--- src/rtl/spi_req_arbiter_if.sv ---
// Bundle of requester-side and spi_master-side signals around spi_req_arbiter.
// The slave modport is the arbiter's view; master is the environment's view.
interface spi_req_arbiter_if #(
    parameter int NUM_REQ    = 4,
    parameter int DATA_WIDTH = 8,
    parameter int NUM_SLAVES = 4,
    parameter int SLV_WIDTH  = 2
) ();
    logic [NUM_REQ-1:0]            req;
    logic [NUM_REQ*DATA_WIDTH-1:0] req_data;
    logic [NUM_REQ*SLV_WIDTH-1:0]  req_slv;
    logic [NUM_REQ-1:0]            gnt;
    logic [NUM_REQ-1:0]            ack;
    logic                          err;
    logic [DATA_WIDTH-1:0]         rdata;
    logic                          busy;
    logic [DATA_WIDTH-1:0]         m_data_send;
    logic                          m_spi_start;
    logic                          m_spi_done;
    logic [DATA_WIDTH-1:0]         m_data_recv;
    logic                          m_csn;
    logic [NUM_SLAVES-1:0]         cs_n;

    modport slave (
        input  req, req_data, req_slv, m_spi_done, m_data_recv, m_csn,
        output gnt, ack, err, rdata, busy, m_data_send, m_spi_start, cs_n
    );

    modport master (
        output req, req_data, req_slv, m_spi_done, m_data_recv, m_csn,
        input  gnt, ack, err, rdata, busy, m_data_send, m_spi_start, cs_n
    );
endinterface

--- src/rtl/spi_req_arbiter.sv ---
// Round-robin arbiter sharing one spi_master among several requesters, with
// chip-select steering, invalid-slave rejection and a WAIT watchdog.
module spi_req_arbiter #(
    parameter int NUM_REQ    = 4,
    parameter int DATA_WIDTH = 8,
    parameter int NUM_SLAVES = 4,
    parameter int SLV_WIDTH  = 2,
    parameter int TIMEOUT    = 1023
) (
    input logic              clk,
    input logic              arstn,
    spi_req_arbiter_if.slave bus
);
    localparam int PTR_W = $clog2(NUM_REQ);
    localparam int WD_W  = $clog2(TIMEOUT + 1);
    localparam logic [WD_W-1:0]  WD_MAX   = WD_W'(TIMEOUT);
    localparam logic [PTR_W-1:0] LAST_REQ = PTR_W'(NUM_REQ - 1);

    typedef enum logic [1:0] {IDLE, START, WAIT, RESP} state_t;

    state_t                state, state_d;
    logic [PTR_W-1:0]      ptr;
    logic [PTR_W-1:0]      winner;
    logic                  found;
    logic [DATA_WIDTH-1:0] win_data;
    logic [SLV_WIDTH-1:0]  win_slv;
    logic                  win_valid;
    logic [WD_W-1:0]       wd;
    logic [SLV_WIDTH-1:0]  sel;
    logic                  active;
    logic [NUM_REQ-1:0]    gnt;
    logic                  err;
    logic [DATA_WIDTH-1:0] rdata;
    logic [DATA_WIDTH-1:0] m_data_send;
    logic [NUM_SLAVES-1:0] cs_n;

    // First requester at or after ptr, searching upward with wrap-around.
    always_comb begin
        logic [PTR_W:0]   sum;
        logic [PTR_W-1:0] idx;
        // NOTE: every variable written here gets a default first, so no path
        // leaves one unassigned and no latch is inferred.
        sum    = '0;
        idx    = '0;
        winner = '0;
        found  = 1'b0;
        for (int i = 0; i < NUM_REQ; i++) begin
            sum = {1'b0, ptr} + (PTR_W + 1)'(i);
            if (sum >= (PTR_W + 1)'(NUM_REQ)) sum = sum - (PTR_W + 1)'(NUM_REQ);
            idx = sum[PTR_W-1:0];
            if (!found && bus.req[idx]) begin
                winner = idx;
                found  = 1'b1;
            end
        end
    end

    always_comb begin
        win_data = '0;
        win_slv  = '0;
        for (int r = 0; r < NUM_REQ; r++) begin
            if (PTR_W'(r) == winner) begin
                win_data = bus.req_data[r*DATA_WIDTH +: DATA_WIDTH];
                win_slv  = bus.req_slv[r*SLV_WIDTH +: SLV_WIDTH];
            end
        end
    end

    assign win_valid = int'(win_slv) < NUM_SLAVES;

    always_comb begin
        state_d = state;
        case (state)
            IDLE:    if (found) state_d = win_valid ? START : RESP;
            START:   state_d = WAIT;
            WAIT:    if (bus.m_spi_done || wd == WD_MAX) state_d = RESP;
            RESP:    state_d = IDLE;
            default: state_d = IDLE;
        endcase
    end

    // NOTE: all sequential state uses non-blocking assignments so every
    // register samples pre-edge values regardless of statement order.
    always_ff @(posedge clk or negedge arstn) begin
        if (!arstn) state <= IDLE;
        else        state <= state_d;
    end

    always_ff @(posedge clk or negedge arstn) begin
        if (!arstn) begin
            ptr         <= '0;
            wd          <= '0;
            sel         <= '0;
            active      <= 1'b0;
            gnt         <= '0;
            err         <= 1'b0;
            rdata       <= '0;
            m_data_send <= '0;
        end else begin
            case (state)
                IDLE: begin
                    if (found) begin
                        gnt <= NUM_REQ'(1) << winner;
                        ptr <= (winner == LAST_REQ) ? '0 : winner + PTR_W'(1);
                        sel <= win_slv;
                        if (win_valid) begin
                            m_data_send <= win_data;
                            active      <= 1'b1;
                        end else begin
                            // Unaddressable slave: answer at once, never start the master.
                            err   <= 1'b1;
                            rdata <= '0;
                        end
                    end
                end
                START: wd <= '0;
                WAIT: begin
                    if (bus.m_spi_done) begin
                        rdata <= bus.m_data_recv;
                        err   <= 1'b0;
                    end else if (wd == WD_MAX) begin
                        rdata <= '0;
                        err   <= 1'b1;
                    end else begin
                        wd <= wd + WD_W'(1);
                    end
                end
                RESP: begin
                    gnt    <= '0;
                    active <= 1'b0;
                    err    <= 1'b0;
                end
                default: ;
            endcase
        end
    end

    // Only the selected line follows the master; active drops on reset directly.
    always_comb begin
        cs_n = '1;
        for (int k = 0; k < NUM_SLAVES; k++) begin
            if (active && int'(sel) == k) cs_n[k] = bus.m_csn;
        end
    end

    assign bus.cs_n        = cs_n;
    assign bus.gnt         = gnt;
    assign bus.ack         = (state == RESP) ? gnt : '0;
    assign bus.err         = err;
    assign bus.rdata       = rdata;
    assign bus.busy        = (state != IDLE);
    assign bus.m_data_send = m_data_send;
    assign bus.m_spi_start = (state == START);
endmodule

--- src/flat_wrapper.sv ---
// flat-port wrapper written by rule: the top's interface ports become plain ports
module spi_req_arbiter_flat 
#(
    parameter int NUM_REQ    = 4,
    parameter int DATA_WIDTH = 8,
    parameter int NUM_SLAVES = 4,
    parameter int SLV_WIDTH  = 2,
    parameter int TIMEOUT    = 1023
)
  (clk, arstn, bus_req, bus_req_data, bus_req_slv, bus_m_spi_done, bus_m_data_recv, bus_m_csn, bus_gnt, bus_ack, bus_err, bus_rdata, bus_busy, bus_m_data_send, bus_m_spi_start, bus_cs_n);
  spi_req_arbiter_if #(.NUM_REQ(NUM_REQ), .DATA_WIDTH(DATA_WIDTH), .NUM_SLAVES(NUM_SLAVES), .SLV_WIDTH(SLV_WIDTH)) bus_i ();
  input logic clk;
  input logic arstn;
  input wire logic [$bits(bus_i.req)-1:0] bus_req;
  input wire logic [$bits(bus_i.req_data)-1:0] bus_req_data;
  input wire logic [$bits(bus_i.req_slv)-1:0] bus_req_slv;
  input wire logic [$bits(bus_i.m_spi_done)-1:0] bus_m_spi_done;
  input wire logic [$bits(bus_i.m_data_recv)-1:0] bus_m_data_recv;
  input wire logic [$bits(bus_i.m_csn)-1:0] bus_m_csn;
  output wire logic [$bits(bus_i.gnt)-1:0] bus_gnt;
  output wire logic [$bits(bus_i.ack)-1:0] bus_ack;
  output wire logic [$bits(bus_i.err)-1:0] bus_err;
  output wire logic [$bits(bus_i.rdata)-1:0] bus_rdata;
  output wire logic [$bits(bus_i.busy)-1:0] bus_busy;
  output wire logic [$bits(bus_i.m_data_send)-1:0] bus_m_data_send;
  output wire logic [$bits(bus_i.m_spi_start)-1:0] bus_m_spi_start;
  output wire logic [$bits(bus_i.cs_n)-1:0] bus_cs_n;
  assign bus_i.req = bus_req;
  assign bus_i.req_data = bus_req_data;
  assign bus_i.req_slv = bus_req_slv;
  assign bus_i.m_spi_done = bus_m_spi_done;
  assign bus_i.m_data_recv = bus_m_data_recv;
  assign bus_i.m_csn = bus_m_csn;
  assign bus_gnt = bus_i.gnt;
  assign bus_ack = bus_i.ack;
  assign bus_err = bus_i.err;
  assign bus_rdata = bus_i.rdata;
  assign bus_busy = bus_i.busy;
  assign bus_m_data_send = bus_i.m_data_send;
  assign bus_m_spi_start = bus_i.m_spi_start;
  assign bus_cs_n = bus_i.cs_n;
  spi_req_arbiter #(.NUM_REQ(NUM_REQ), .DATA_WIDTH(DATA_WIDTH), .NUM_SLAVES(NUM_SLAVES), .SLV_WIDTH(SLV_WIDTH), .TIMEOUT(TIMEOUT)) u_core (.clk(clk), .arstn(arstn), .bus(bus_i));
endmodule
--- config.mk ---
export PLATFORM = sky130hd
export DESIGN_NAME = spi_req_arbiter_flat
export DESIGN_NICKNAME = d
export VERILOG_FILES = /design/src/rtl/spi_req_arbiter_if.sv /design/src/rtl/spi_req_arbiter.sv /design/src/flat_wrapper.sv
export SDC_FILE = /design/constraint.sdc
export NUM_CORES = 1
export LEC_CHECK = 0
export BUFFER_PORTS_ARGS = -buffer_cell sky130_fd_sc_hd__buf_2
export CORE_ASPECT_RATIO = 1.5
export CORE_MARGIN = 8
export CORE_UTILIZATION = 37
export CTS_CLUSTER_SIZE = 10
export DETAILED_ROUTE_END_ITERATION = 12
export HOLD_SLACK_MARGIN = 0.05
export SYNTH_ARGS = -nofsm -noshare
export SYNTH_HDL_FRONTEND = slang
export SYNTH_SLANG_ARGS = --single-unit
export TNS_END_PERCENT = 1
--- constraint.sdc ---
create_clock -name clk -period 2.18 [get_ports clk]
set_input_delay 0.109 -clock clk [delete_from_list [all_inputs] [get_ports clk]]
set_output_delay 0.109 -clock clk [all_outputs]
set_load 0.03 [all_outputs]
==> results of run 1 <==
[cells by family after synthesis]
group	Yosys count
multiplexers	2
adder cells (fa/ha/maj)	10
AO/OA/AOI/OAI	73
buffers and inverters	29
AND/OR/NAND/NOR	69
flip-flops	38
[cell type report]
type                       instances  share of cell area [%]
multi-input combinational        154                    38.9
sequential                        38                    32.8
timing repair buffer             100                    19.5
tap                               72                    3.10
clock buffer                       7                    2.97
inverter                          20                    2.59
clock inverter                     1                   0.172
[path summary, 6_finish.rpt]
path | endpoint | cells past startpoint
min in group asynchronous | u_core.wd[8]$_DFFE_PN0P_ | 2
max in group asynchronous | u_core.bus.rdata[1]$_DFFE_PN0P_ | 2
max reg2reg | u_core.bus.m_data_send[4]$_DFFE_PN0P_ | 10
min reg2reg | u_core.bus.rdata[6]$_DFFE_PN0P_ | 1
min | u_core.bus.rdata[3]$_DFFE_PN0P_ | 2
max | u_core.bus.m_data_send[4]$_DFFE_PN0P_ | 10
[metal layers]
layer	up-vias	wire, um
met5	-	0
met4	0	42
met3	4	377
met2	61	3100
met1	989	2570
li1	1020	-
[cells in the mapped netlist (2+ instances only)]
library cell | count | area (um^2)
sky130_fd_sc_hd__a31oi_1 | 12 | 75.1
sky130_fd_sc_hd__nor2b_1 | 2 | 12.5
sky130_fd_sc_hd__a221oi_1 | 10 | 87.6
sky130_fd_sc_hd__and2_1 | 4 | 25.0
sky130_fd_sc_hd__nand2_1 | 21 | 78.8
sky130_fd_sc_hd__o41ai_1 | 2 | 17.5
sky130_fd_sc_hd__a21oi_1 | 5 | 25.0
sky130_fd_sc_hd__inv_1 | 20 | 75.1
sky130_fd_sc_hd__ha_1 | 10 | 125
sky130_fd_sc_hd__and2b_2 | 2 | 17.5
sky130_fd_sc_hd__a22o_1 | 12 | 105
sky130_fd_sc_hd__o221ai_1 | 2 | 17.5
sky130_fd_sc_hd__nand3_1 | 2 | 10.0
sky130_fd_sc_hd__nand4_1 | 3 | 18.8
sky130_fd_sc_hd__buf_2 | 3 | 15.0
sky130_fd_sc_hd__clkbuf_1 | 6 | 22.5
sky130_fd_sc_hd__nand2b_1 | 2 | 12.5
sky130_fd_sc_hd__o211ai_1 | 2 | 15.0
sky130_fd_sc_hd__o21ai_0 | 3 | 15.0
sky130_fd_sc_hd__a21o_1 | 2 | 15.0
sky130_fd_sc_hd__dfrtp_1 | 38 | 951
sky130_fd_sc_hd__nor3_1 | 4 | 20.0
sky130_fd_sc_hd__nand4b_1 | 2 | 17.5
sky130_fd_sc_hd__a211o_1 | 10 | 87.6
sky130_fd_sc_hd__nor2_1 | 17 | 63.8
[what timing repair did]
action	CTS	global route
hold buffers	6	1
gates resized for setup	0	4
endpoints found under the setup margin	0	9
endpoints found under the hold margin	43	1
[power breakdown]
part | switching [uW] | internal [uW] | total (uW)
combinational | 1300 | 833 | 2130
clock | 243 | 255 | 498
sequential | 213 | 978 | 1190
[through the flow]
stage	worst slack [ns]	setup TNS, ns	cell area [um^2]
floorplan	0.240	0	2170
global placement	0.122	0	2720
detailed placement	0.0707	0	2720
CTS	0.0609	0	2870
global route	-0.0212	-0.0731	2900
finish	0.118	0	2900
[registers in the layout, summed over array words and instances, names as in the netlist]
signal	cells
u_core.wd	10
u_core.bus.m_data_send	8
u_core.bus.rdata	8
u_core.bus.gnt	4
u_core.ptr	2
u_core.sel	2
u_core.state	2
u_core.active	1
u_core.bus.err	1
==> metrics.txt, run 1 <==
# TYPE chip_impl_metric gauge
chip_impl_info{name="critical_path.cell_chain",value="a21o_1 > a21oi_1 > o22a_1 > inv_2 > ha_1 > nor2b_1 > buf_4 > a221oi_1 > a211o_1 > a31oi_1"} 1
chip_impl_metric{name="fp.dieH",unit="um"} 110
chip_impl_info{name="outcome",value="finished clean"} 1
chip_impl_metric{name="ff_latch_area",unit="um^2"} 951
chip_impl_metric{name="ys_ff_latch",unit=""} 38
chip_impl_metric{name="grt_antenna_before_repair",unit=""} 0
chip_impl_metric{name="layout-drive-gt1-share",unit="%"} 36.9
chip_impl_metric{name="syn2layout_area_growth",unit="%"} 33.5
chip_impl_metric{name="worst_ir_drop_vdd",unit="mV"} 0.655
chip_impl_metric{name="critPathBufInv",unit=""} 2
chip_impl_metric{name="rrSetupSlack",unit="ns"} 0.12
chip_impl_info{name="critical_path.startpoint",value="u_core.ptr[1]$_DFFE_PN0P_"} 1
chip_impl_metric{name="async_reset_ff_share",unit="%"} 100
chip_impl_metric{name="synth_xor_xnor_area_share",unit="%"} 0
chip_impl_info{name="crit_path_top_delay_cell",value="sky130_fd_sc_hd__dfrtp_1"} 1
chip_impl_metric{name="compound_gate_portion_of_the_synthesized_area",unit="%"} 26.6
chip_impl_info{name="layout.cells.most_common_list",value="86 x sky130_fd_sc_hd__buf_2, 38 x sky130_fd_sc_hd__dfrtp_1, 21 x sky130_fd_sc_hd__nand2_1, 19 x sky130_fd_sc_hd__inv_1, 17 x sky130_fd_sc_hd__nor2_1"} 1
chip_impl_metric{name="critPathRequiredTime",unit="ns"} 2.34
chip_impl_metric{name="fmax",unit="MHz"} 485
chip_impl_metric{name="hold_violations",unit=""} 0
chip_impl_metric{name="post_drt_via_cell_ratio",unit=""} 5.29
chip_impl_metric{name="slew_headroom",unit="%"} 43.3
chip_impl_metric{name="power_leakage",unit="uW"} 0.00145
chip_impl_metric{name="drt_iter0_markers",unit=""} 90
chip_impl_info{name="critPathCaptureType",value="flop"} 1
chip_impl_metric{name="post_synth_inst_count",unit=""} 221
chip_impl_metric{name="antennaDiodeCount",unit=""} 0
chip_impl_info{name="critical_path_class",value="reg2reg"} 1
chip_impl_metric{name="filler_cell_count",unit=""} 585
chip_impl_metric{name="cts_max_level",unit=""} 2
chip_impl_metric{name="finClkSkew",unit="ns"} 0.00752
chip_impl_metric{name="yosys.area_share.adder",unit="%"} 5.75
chip_impl_info{name="rsz0062_at_grt",value="true"} 1
chip_impl_metric{name="total_power",unit="uW"} 3820
chip_impl_metric{name="worst-endpoint-arrival",unit="ns"} 2.22
chip_impl_metric{name="cts.sinks",unit=""} 38
chip_impl_metric{name="die_x",unit="um"} 78.6
chip_impl_metric{name="gp_routability_congestion",unit=""} 0.836
chip_impl_info{name="dominantRegCellSynth",value="sky130_fd_sc_hd__dfrtp_1"} 1
chip_impl_metric{name="placement_rows",unit=""} 34
chip_impl_metric{name="synth_mux_area_share",unit="%"} 0.978
chip_impl_metric{name="synth.lib_cells_used.distinct",unit=""} 50
chip_impl_info{name="regToRegStartpoint",value="u_core.ptr[1]$_DFFE_PN0P_"} 1
chip_impl_info{name="path_delay_family",value="compound AO/OA/AOI/OAI gates"} 1
chip_impl_metric{name="floorplan.initialDensity",unit="%"} 37.9
chip_impl_metric{name="use_met1",unit="%"} 15.6
chip_impl_metric{name="place.port_buffers",unit=""} 86
chip_impl_metric{name="drtAntennaViolNets",unit=""} 0
chip_impl_metric{name="synth_edf_count",unit=""} 0
chip_impl_metric{name="layout_worst_path_cycle_share",unit="%"} 94.6
chip_impl_info{name="grt-busiest-layer",value="met2"} 1
chip_impl_metric{name="gr-usage-all-layers",unit="%"} 14.2
chip_impl_metric{name="synth_sequential_area_ratio",unit="%"} 43.7
chip_impl_metric{name="finalMaxSlewViolations",unit=""} 0
chip_impl_info{name="worst_setup_path_start_kind",value="flop"} 1
chip_impl_metric{name="globalRouteMet2Util",unit="%"} 25.5
chip_impl_metric{name="pwr_density_cell",unit="mW/mm^2"} 1320
chip_impl_metric{name="synthesis.area",unit="mm^2"} 0.00217
chip_impl_metric{name="die_area",unit="mm^2"} 0.00864
chip_impl_metric{name="aggregate_routed_wire_length",unit="mm"} 6.10
chip_impl_metric{name="clock_tree.buffer_depth",unit=""} 2
chip_impl_metric{name="yosys_warnings",unit=""} 0
chip_impl_metric{name="floorplan.io_pins",unit=""} 87
chip_impl_metric{name="critical_path.max_fanout",unit=""} 10
chip_impl_info{name="mostFrequentLayoutCell",value="sky130_fd_sc_hd__buf_2"} 1
chip_impl_info{name="dominant_combinational_cell_family_by_area_after_synthesis",value="compound AO/OA/AOI/OAI gates"} 1
chip_impl_metric{name="detailedRoute.firstPassIterationCount",unit=""} 4
chip_impl_metric{name="placeable_core_region",unit="mm^2"} 0.00574
chip_impl_metric{name="timing.final.setup_violations",unit=""} 0
chip_impl_metric{name="hpwlAfterDp",unit="mm"} 4.72
chip_impl_info{name="worstHoldPathType",value="in2reg"} 1
chip_impl_info{name="cell_at_the_root_of_the_clock_tree",value="sky130_fd_sc_hd__clkbuf_8"} 1
chip_impl_metric{name="groute.layer.met3.usage",unit="%"} 4.75
chip_impl_metric{name="worstMarginPinSlew",unit="ns"} 0.851
chip_impl_metric{name="synth.avg_cell_area",unit="um^2"} 9.84
chip_impl_metric{name="grt_max_degree",unit=""} 39
chip_impl_metric{name="synth.net_count",unit=""} 287
chip_impl_metric{name="final-instance-count-excl-fill",unit=""} 392
chip_impl_metric{name="detail_route.wl_per_cell",unit="um"} 15.5
chip_impl_info{name="hp-start",value="bus_m_data_recv[3]"} 1
chip_impl_metric{name="finalCriticalPeriod",unit="ns"} 2.06
chip_impl_metric{name="detailroute.via_count",unit=""} 2074
chip_impl_metric{name="post_cts_buffers",unit=""} 0
chip_impl_metric{name="utilization",unit="%"} 50.5
chip_impl_metric{name="grt_overflow",unit=""} 0
chip_impl_metric{name="via_count_of_the_first_global_routing_pass",unit=""} 2148
chip_impl_metric{name="numCtsBuffers",unit=""} 5
chip_impl_metric{name="synth_simple_gate_area_share",unit="%"} 17.7
chip_impl_metric{name="drcViolationCount",unit=""} 0
chip_impl_metric{name="multi_input_gate_area",unit="mm^2"} 0.00113
chip_impl_metric{name="num-nets-final",unit=""} 385
chip_impl_metric{name="place.detailed.instances",unit=""} 377
chip_impl_metric{name="clk-insertion-delay-late",unit="ns"} 0.28
chip_impl_metric{name="finalHoldWorstSlack",unit="ns"} 0.0580
chip_impl_info{name="tritoncts",value="done"} 1
chip_impl_metric{name="wire_length_of_the_first_global_routing_pass",unit="mm"} 10.1
chip_impl_metric{name="cts.reportedPaths.clkPinSlew",unit="ns"} 0.08
chip_impl_metric{name="cap_violations",unit=""} 0
chip_impl_metric{name="timing.critical_path.slowest_cell_delay",unit="ns"} 0.42
Power figures use the tool's default switching activity.
==> run 2: changes to the inputs <==
- PLACE_DENSITY_LB_ADDON: default -> 0.12
- SLEW_MARGIN: default -> 20
==> run 2 against run 1 <==
Worst hold slack gained 0.015 ns. Combinational power is essentially flat. Largest cell class unchanged. Critical path depth is the same. Register-to-register slack lost 0.03 ns. Cell count grew 0.51%.
==> metrics.txt, run 2 (same netlist as run 1, synthesis figures left out) <==
# TYPE chip_impl_metric gauge
chip_impl_info{name="outcome",value="finished clean"} 1
chip_impl_metric{name="cap_violations",unit=""} 0
chip_impl_metric{name="ff2ff_path_depth",unit=""} 10
chip_impl_metric{name="worst_ir_drop_vdd",unit="mV"} 0.520
chip_impl_metric{name="gr-usage-all-layers",unit="%"} 14.9
chip_impl_metric{name="final_area",unit="mm^2"} 0.00298
chip_impl_metric{name="aggregate_routed_wire_length",unit="mm"} 6.20
chip_impl_metric{name="placement.cell_area",unit="mm^2"} 0.00272
chip_impl_metric{name="ff_latch_area",unit="um^2"} 951
chip_impl_metric{name="pwr_density_cell",unit="mW/mm^2"} 1360
chip_impl_metric{name="clock_tree.buffer_depth",unit=""} 2
chip_impl_info{name="rsz0062_at_grt",value="true"} 1
chip_impl_info{name="tritoncts",value="done"} 1
chip_impl_metric{name="worst-endpoint-arrival",unit="ns"} 2.30
chip_impl_info{name="crit_path_top_delay_cell",value="sky130_fd_sc_hd__dfrtp_1"} 1
chip_impl_metric{name="fmax",unit="MHz"} 478
chip_impl_info{name="hold_path_endpoint",value="u_core.bus.m_data_send[7]$_DFFE_PN0P_"} 1
chip_impl_metric{name="utilization",unit="%"} 51.8
chip_impl_metric{name="timing.critical_path.slowest_cell_delay",unit="ns"} 0.42
chip_impl_info{name="hp-start",value="bus_req_data[31]"} 1
chip_impl_metric{name="drt_iter0_markers",unit=""} 102
chip_impl_metric{name="final-instance-count-excl-fill",unit=""} 394
chip_impl_metric{name="placeable_core_region",unit="mm^2"} 0.00574
chip_impl_metric{name="fp.dieH",unit="um"} 110
chip_impl_info{name="mostFrequentLayoutCell",value="sky130_fd_sc_hd__buf_2"} 1
chip_impl_metric{name="power_leakage",unit="uW"} 0.00149
chip_impl_metric{name="cts_max_level",unit=""} 2
chip_impl_info{name="critical_path_class",value="reg2reg"} 1
chip_impl_metric{name="floorplan.initialDensity",unit="%"} 37.9
chip_impl_metric{name="clk-insertion-delay-late",unit="ns"} 0.29
chip_impl_metric{name="rrSetupSlack",unit="ns"} 0.09
chip_impl_info{name="registers_with_the_highest_flip_flop_counts",value="u_core.wd x10, u_core.bus.m_data_send x8, u_core.bus.rdata x8"} 1
chip_impl_metric{name="finalMaxSlewViolations",unit=""} 0
chip_impl_metric{name="post_drt_via_cell_ratio",unit=""} 5.18
chip_impl_metric{name="die_x",unit="um"} 78.6
chip_impl_metric{name="detailroute.via_count",unit=""} 2039
chip_impl_info{name="regToRegStartpoint",value="u_core.ptr[1]$_DFFE_PN0P_"} 1
chip_impl_metric{name="drtAntennaViolNets",unit=""} 0
chip_impl_metric{name="antennaDiodeCount",unit=""} 0
chip_impl_metric{name="hold_violations",unit=""} 0
chip_impl_info{name="worst_setup_path_start_kind",value="flop"} 1
chip_impl_metric{name="filler_cell_count",unit=""} 584
chip_impl_metric{name="critPathRequiredTime",unit="ns"} 2.39
chip_impl_metric{name="slew_headroom",unit="%"} 43.3
chip_impl_info{name="critical_path.cell_chain",value="a21o_1 > a21oi_1 > o22a_1 > inv_1 > ha_1 > nor2b_1 > buf_4 > a221oi_1 > a211o_1 > a31oi_1"} 1
chip_impl_metric{name="finalCriticalPeriod",unit="ns"} 2.09
chip_impl_metric{name="grt_antenna_before_repair",unit=""} 0
chip_impl_metric{name="layout_worst_path_cycle_share",unit="%"} 96.0
chip_impl_metric{name="hpwlAfterDp",unit="mm"} 4.73
chip_impl_metric{name="die_area",unit="mm^2"} 0.00864
chip_impl_metric{name="wire_length_of_the_first_global_routing_pass",unit="mm"} 10.4
chip_impl_metric{name="timing.final.setup_violations",unit=""} 0
chip_impl_metric{name="finClkSkew",unit="ns"} 0.00663
chip_impl_info{name="critPathCaptureType",value="flop"} 1
chip_impl_metric{name="syn2layout_area_growth",unit="%"} 36.8
chip_impl_metric{name="gp_routability_congestion",unit=""} 0.810
chip_impl_metric{name="cts.reportedPaths.clkPinSlew",unit="ns"} 0.08
chip_impl_metric{name="layout-drive-gt1-share",unit="%"} 37.0
chip_impl_metric{name="grt_overflow",unit=""} 0
chip_impl_metric{name="numCtsBuffers",unit=""} 5
chip_impl_info{name="top_register",value="u_core.wd"} 1
chip_impl_metric{name="place.detailed.instances",unit=""} 377
chip_impl_metric{name="grt_max_degree",unit=""} 39
chip_impl_metric{name="cts.sinks",unit=""} 38
chip_impl_metric{name="setup-tns-final",unit="ns"} 0
chip_impl_info{name="cell_at_the_root_of_the_clock_tree",value="sky130_fd_sc_hd__clkbuf_8"} 1
chip_impl_metric{name="critical_path.max_fanout",unit=""} 10
chip_impl_metric{name="worstMarginPinSlew",unit="ns"} 0.850
chip_impl_metric{name="placement_rows",unit=""} 34
chip_impl_info{name="reg_to_reg_critical_path_endpoint",value="u_core.bus.m_data_send[1]$_DFFE_PN0P_"} 1
chip_impl_info{name="worstHoldPathType",value="in2reg"} 1
chip_impl_metric{name="via_count_of_the_first_global_routing_pass",unit=""} 2165
chip_impl_metric{name="largest_reg_flops",unit=""} 10
chip_impl_metric{name="detail_route.wl_per_cell",unit="um"} 15.7
chip_impl_metric{name="num-nets-final",unit=""} 387
chip_impl_metric{name="detailedRoute.firstPassIterationCount",unit=""} 4
chip_impl_metric{name="hold-path-cell-count",unit=""} 3
chip_impl_info{name="layout.cells.most_common_list",value="86 x sky130_fd_sc_hd__buf_2, 38 x sky130_fd_sc_hd__dfrtp_1, 21 x sky130_fd_sc_hd__nand2_1, 20 x sky130_fd_sc_hd__inv_1, 17 x sky130_fd_sc_hd__nor2_1"} 1
chip_impl_metric{name="multi_input_gate_area",unit="mm^2"} 0.00114
chip_impl_metric{name="floorplan.io_pins",unit=""} 87
chip_impl_metric{name="place.port_buffers",unit=""} 86
chip_impl_metric{name="drcViolationCount",unit=""} 0
-- run 2: worst max-delay path, delay by kind of cell, from the launching register on --
| kind | cells | cell delay (ns) |
|---|---|---|
| AOI/OAI and AO/OA | 6 | 1.04 |
| buffers and inverters | 2 | 0.26 |
| adders and majority gates | 1 | 0.19 |
| DFF | 1 | 0.42 |
| and+or+nand+nor | 1 | 0.10 |
-- run 2: worst max-delay path by stage --
stage                                            end                      start  cells past startpoint
3_5_place_dp   u_core.bus.m_data_send[6]$_DFFE_PN0P_  u_core.ptr[1]$_DFFE_PN0P_                     10
5_1_grt        u_core.bus.m_data_send[1]$_DFFE_PN0P_  u_core.ptr[1]$_DFFE_PN0P_                     10
4_1_cts                    u_core.sel[1]$_DFFE_PN0P_  u_core.ptr[1]$_DFFE_PN0P_                     10
3_3_place_gp   u_core.bus.m_data_send[5]$_DFFE_PN0P_  u_core.ptr[1]$_DFFE_PN0P_                     10
6_report       u_core.bus.m_data_send[1]$_DFFE_PN0P_  u_core.ptr[1]$_DFFE_PN0P_                     10
2_1_floorplan  u_core.bus.m_data_send[0]$_DFFE_PN0P_  u_core.ptr[1]$_DFFE_PN0P_                     10
-- run 2: where the power goes --
group	leakage [uW]	switching, uW	total [uW]	internal, uW
combinational	0.000941	1310	2140	839
sequential	0.000477	213	1190	977
clock	0.0000683	261	719	458
total	0.00149	1780	4050	2270
-- run 2: timing repair --
item	4_1_cts	5_1_grt
resized for setup	0	4
hold buffers	9	0
endpoints found under the hold margin	46	0
buffers inserted	0	0
endpoints found under the setup margin	0	10
-- run 2: cell type report --
| class | instances | share of cell area [%] |
|---|---|---|
| Multi-Input combinational cell | 154 | 38.2 |
| Sequential cell | 38 | 32.0 |
| Timing Repair Buffer | 102 | 19.7 |
| Tap cell | 72 | 3.03 |
| Inverter | 20 | 2.52 |
| Clock buffer | 5 | 2.31 |
| Clock inverter | 3 | 2.31 |
-- run 2: stage by stage --
stage | hold WS, ns | power [uW] | setup WS [ns]
floorplan | -0.187 | 2660 | 0.240
global placement | 0.285 | 3310 | 0.165
detailed placement | 0.277 | 3330 | 0.120
CTS | 0.0586 | 4080 | 0.106
global route | 0.0686 | 4390 | -0.0731
finish | 0.0730 | 4050 | 0.0875
-- run 2: per-layer routing --
metal	vias to the layer above	GRT usage, %	wire [um]
met5	-	0	0
met4	0	5.05	84
met3	7	3.93	293
met2	54	26.3	3310
met1	950	17.0	2510
li1	1028	-	-
==> run 3: changes to the inputs <==
- ABC_AREA: default -> 1
==> run 3 against run 2 <==
The run now ends with negative setup slack left. Critical path type unchanged. Critical path depth is 6 higher. Highest routed layer unchanged. Sequential power shrank 3%. Largest power group unchanged. Non-clock buffer count rose by 21.
==> metrics.txt, run 3 <==
# TYPE chip_impl_metric gauge
chip_impl_info{name="outcome",value="complete, but fails checks"} 1
chip_impl_info{name="failed_checks",value="negative setup slack"} 1
chip_impl_metric{name="synth.avg_cell_area",unit="um^2"} 7.18
chip_impl_metric{name="post_synth_inst_count",unit=""} 359
chip_impl_metric{name="largest_reg_flops",unit=""} 10
chip_impl_metric{name="fmax",unit="MHz"} 428
chip_impl_metric{name="drtAntennaViolNets",unit=""} 0
chip_impl_metric{name="die_x",unit="um"} 84.1
chip_impl_metric{name="floorplan.initialDensity",unit="%"} 37.9
chip_impl_metric{name="synth_edf_count",unit=""} 0
chip_impl_metric{name="layout_worst_path_cycle_share",unit="%"} 107
chip_impl_metric{name="via_count_of_the_first_global_routing_pass",unit=""} 2685
chip_impl_metric{name="cts.reportedPaths.clkPinSlew",unit="ns"} 0.08
chip_impl_metric{name="critical_path.max_fanout",unit=""} 6
chip_impl_metric{name="detail_route.wl_per_cell",unit="um"} 13.3
chip_impl_metric{name="final_area",unit="mm^2"} 0.00366
chip_impl_metric{name="gr-usage-all-layers",unit="%"} 14.3
chip_impl_metric{name="power_leakage",unit="uW"} 0.00200
chip_impl_info{name="registers_with_the_highest_flip_flop_counts",value="u_core.wd x10, u_core.bus.m_data_send x8, u_core.bus.rdata x8"} 1
chip_impl_metric{name="synth.lib_cells_used.distinct",unit=""} 28
chip_impl_metric{name="num-nets-final",unit=""} 546
chip_impl_info{name="tritoncts",value="done"} 1
chip_impl_metric{name="hold_violations",unit=""} 0
chip_impl_info{name="dominantRegCellSynth",value="sky130_fd_sc_hd__dfrtp_1"} 1
chip_impl_metric{name="numCtsBuffers",unit=""} 5
chip_impl_info{name="rsz0062_at_grt",value="true"} 1
chip_impl_info{name="top_register",value="u_core.wd"} 1
chip_impl_metric{name="filler_cell_count",unit=""} 661
chip_impl_info{name="critical_path_class",value="reg2reg"} 1
chip_impl_metric{name="ys_ff_latch",unit=""} 38
chip_impl_metric{name="post-synth-top-area-fraction",unit="%"} 36.9
chip_impl_metric{name="grt_overflow",unit=""} 0
chip_impl_metric{name="drt_iter0_markers",unit=""} 124
chip_impl_info{name="worst_setup_path_start_kind",value="flop"} 1
chip_impl_metric{name="finalMaxSlewViolations",unit=""} 0
chip_impl_metric{name="synth.net_count",unit=""} 425
chip_impl_info{name="dominant_combinational_cell_family_by_area_after_synthesis",value="simple AND/OR/NAND/NOR gates"} 1
chip_impl_metric{name="finalCriticalPeriod",unit="ns"} 2.34
chip_impl_info{name="yosys.cell_count.top_type",value="sky130_fd_sc_hd__nand2_1"} 1
chip_impl_metric{name="critPathRequiredTime",unit="ns"} 2.36
chip_impl_metric{name="yosys.area_share.adder",unit="%"} 4.86
chip_impl_metric{name="post-route-worst-setup-slack",unit="ns"} -0.158
chip_impl_metric{name="final-instance-count-excl-fill",unit=""} 559
chip_impl_info{name="synth.area.top_cells",value="sky130_fd_sc_hd__dfrtp_1 37%, sky130_fd_sc_hd__nand2_1 17%, sky130_fd_sc_hd__inv_1 6.3%, sky130_fd_sc_hd__nand3_1 5.6%, sky130_fd_sc_hd__ha_1 4.9%"} 1
chip_impl_metric{name="yosys_warnings",unit=""} 0
chip_impl_info{name="critical_path.cell_chain",value="inv_2 > buf_6 > nand2_2 > nand2_2 > nand2_2 > nand2_2 > nor2_4 > nand4_1 > nand2_2 > inv_2 > ha_4 > clkbuf_16 > a21oi_2 > a22oi_1 > o21bai_1 > o21ai_2"} 1
chip_impl_metric{name="floorplan.io_pins",unit=""} 87
chip_impl_metric{name="antennaDiodeCount",unit=""} 0
chip_impl_metric{name="timing.critical_path.slowest_cell_delay",unit="ns"} 0.39
chip_impl_metric{name="layout-drive-gt1-share",unit="%"} 35.8
chip_impl_metric{name="wire_length_of_the_first_global_routing_pass",unit="mm"} 12.2
chip_impl_metric{name="worst_ir_drop_vdd",unit="mV"} 0.739
chip_impl_metric{name="place.detailed.instances",unit=""} 535
chip_impl_metric{name="async_reset_ff_share",unit="%"} 100
chip_impl_info{name="synth_commonest_cells",value="118 x sky130_fd_sc_hd__nand2_1, 43 x sky130_fd_sc_hd__inv_1, 38 x sky130_fd_sc_hd__dfrtp_1, 29 x sky130_fd_sc_hd__nand3_1, 24 x sky130_fd_sc_hd__nor2_1"} 1
chip_impl_info{name="critPathCaptureType",value="flop"} 1
chip_impl_info{name="worstHoldPathType",value="in2reg"} 1
chip_impl_metric{name="grt_antenna_before_repair",unit=""} 0
chip_impl_metric{name="syn2layout_area_growth",unit="%"} 42.0
chip_impl_metric{name="grt_max_degree",unit=""} 39
chip_impl_metric{name="aggregate_routed_wire_length",unit="mm"} 7.45
chip_impl_metric{name="pwr_density_cell",unit="mW/mm^2"} 1890
chip_impl_metric{name="synth_xor_xnor_area_share",unit="%"} 1.36
chip_impl_metric{name="cap_violations",unit=""} 0
chip_impl_metric{name="synth_mux_area_share",unit="%"} 0
chip_impl_info{name="synth.largest_area_cell",value="sky130_fd_sc_hd__dfrtp_1"} 1
chip_impl_metric{name="synth_sequential_area_ratio",unit="%"} 36.9
chip_impl_metric{name="detailroute.via_count",unit=""} 2711
chip_impl_metric{name="slew_headroom",unit="%"} 41.9
chip_impl_metric{name="total_power",unit="uW"} 6930
chip_impl_info{name="timing.critical_path.mode_cell",value="sky130_fd_sc_hd__nand2_2"} 1
chip_impl_metric{name="synthesis.area",unit="mm^2"} 0.00258
chip_impl_metric{name="drcViolationCount",unit=""} 0
chip_impl_metric{name="worst-endpoint-arrival",unit="ns"} 2.52
chip_impl_metric{name="timing.final.setup_violations",unit=""} 11
chip_impl_metric{name="worstMarginPinSlew",unit="ns"} 0.872
chip_impl_metric{name="finClkSkew",unit="ns"} 0.00198
chip_impl_metric{name="hpwlAfterDp",unit="mm"} 5.43
chip_impl_metric{name="synth_simple_gate_area_share",unit="%"} 34.6
chip_impl_info{name="layout.cells.most_common_list",value="114 x sky130_fd_sc_hd__nand2_1, 86 x sky130_fd_sc_hd__buf_2, 39 x sky130_fd_sc_hd__inv_1, 37 x sky130_fd_sc_hd__dfrtp_1, 26 x sky130_fd_sc_hd__nand3_1"} 1
chip_impl_metric{name="fp.dieH",unit="um"} 118
chip_impl_metric{name="clk-insertion-delay-late",unit="ns"} 0.29
chip_impl_metric{name="gp_routability_congestion",unit=""} 0.833
chip_impl_metric{name="post_drt_via_cell_ratio",unit=""} 4.85
chip_impl_metric{name="clock_tree.buffer_depth",unit=""} 2
chip_impl_metric{name="detailedRoute.firstPassIterationCount",unit=""} 4
chip_impl_metric{name="utilization",unit="%"} 53.8
chip_impl_metric{name="placement_rows",unit=""} 37
chip_impl_info{name="mostFrequentLayoutCell",value="sky130_fd_sc_hd__nand2_1"} 1
chip_impl_metric{name="cts_max_level",unit=""} 2
chip_impl_metric{name="compound_gate_portion_of_the_synthesized_area",unit="%"} 12.5
chip_impl_metric{name="die_area",unit="mm^2"} 0.00994
chip_impl_metric{name="placement.setup.worst_slack",unit="ns"} -0.194
chip_impl_info{name="crit_path_top_delay_cell",value="sky130_fd_sc_hd__dfrtp_1"} 1
chip_impl_info{name="cell_at_the_root_of_the_clock_tree",value="sky130_fd_sc_hd__clkbuf_8"} 1
chip_impl_metric{name="place.port_buffers",unit=""} 86
chip_impl_metric{name="placeable_core_region",unit="mm^2"} 0.00681
chip_impl_metric{name="placement.cell_area",unit="mm^2"} 0.00324
chip_impl_metric{name="cts.sinks",unit=""} 38
## run 3: layout make-up
type / instances / area, um^2 / area share, %
clock buffer: 6 / 72.6 / 1.98
clock inverter: 2 / 37.5 / 1.03
inverter: 46 / 175 / 4.79
multi-input combinational: 266 / 1520 / 41.4
sequential: 38 / 952 / 26.0
tap: 78 / 97.6 / 2.67
timing repair buffer: 123 / 807 / 22.1
## run 3: logic make-up after synthesis
kind of cell | Yosys count
flops | 38
simple gates | 201
xor+xnor | 4
fa+ha+maj | 10
compound gates | 50
buf+inv | 56
## run 3: final timing paths
path | from | endpoint | slack (ns) | cells after the start
max | u_core.ptr[0]$_DFFE_PN0P_ | u_core.bus.m_data_send[5]$_DFFE_PN0P_ | -0.16 | 16
min | bus_m_spi_done | u_core.bus.rdata[7]$_DFFE_PN0P_ | 0.15 | 3
max reg2reg | u_core.ptr[0]$_DFFE_PN0P_ | u_core.bus.m_data_send[5]$_DFFE_PN0P_ | -0.16 | 16
min reg2reg | u_core.bus.rdata[4]$_DFFE_PN0P_ | u_core.bus.rdata[4]$_DFFE_PN0P_ | 0.47 | 2
max in group asynchronous | arstn | u_core.ptr[1]$_DFFE_PN0P_ | 1.12 | 2
min in group asynchronous | arstn | u_core.wd[3]$_DFFE_PN0P_ | 0.46 | 2
## run 3: worst max-delay path: cells and delay by family (launching register included)
family,cells,cell delay (ns)
and+or+nand+nor,7,0.75
buffers and inverters,4,0.45
AOI/OAI and AO/OA,4,0.44
DFF,1,0.39
adders and majority gates,1,0.19
## run 3: through the flow
stage,hold WS (ns),setup TNS [ns]
global placement,0.285,-1.17
CTS,0.136,-0.625
floorplan,-0.187,0
global route,0.155,-3.13
finish,0.149,-1.10
detailed placement,0.284,-1.33
## run 3: metal layers
layer | global-route usage, % | wire length (um) | up-vias
li1 | - | - | 1394
met5 | 0 | 0 | -
met3 | 3.78 | 392 | 4
met1 | 15.0 | 2930 | 1252
met2 | 26.8 | 4060 | 61
met4 | 4.23 | 61 | 0
## run 3: what timing repair did
action                                 in CTS  in global routing
hold buffers                                9                  0
setup endpoints to repair                  10                 12
endpoints found under the hold margin      46                  0
pin swaps                                  11                 16
gates resized for setup                    26                 16
setup buffers                               4                  1
gates cloned                                1                  2
## run 3: power by group
group	internal [uW]	switching (uW)
Clock	342	264
Combinational	2210	2970
Sequential	966	181
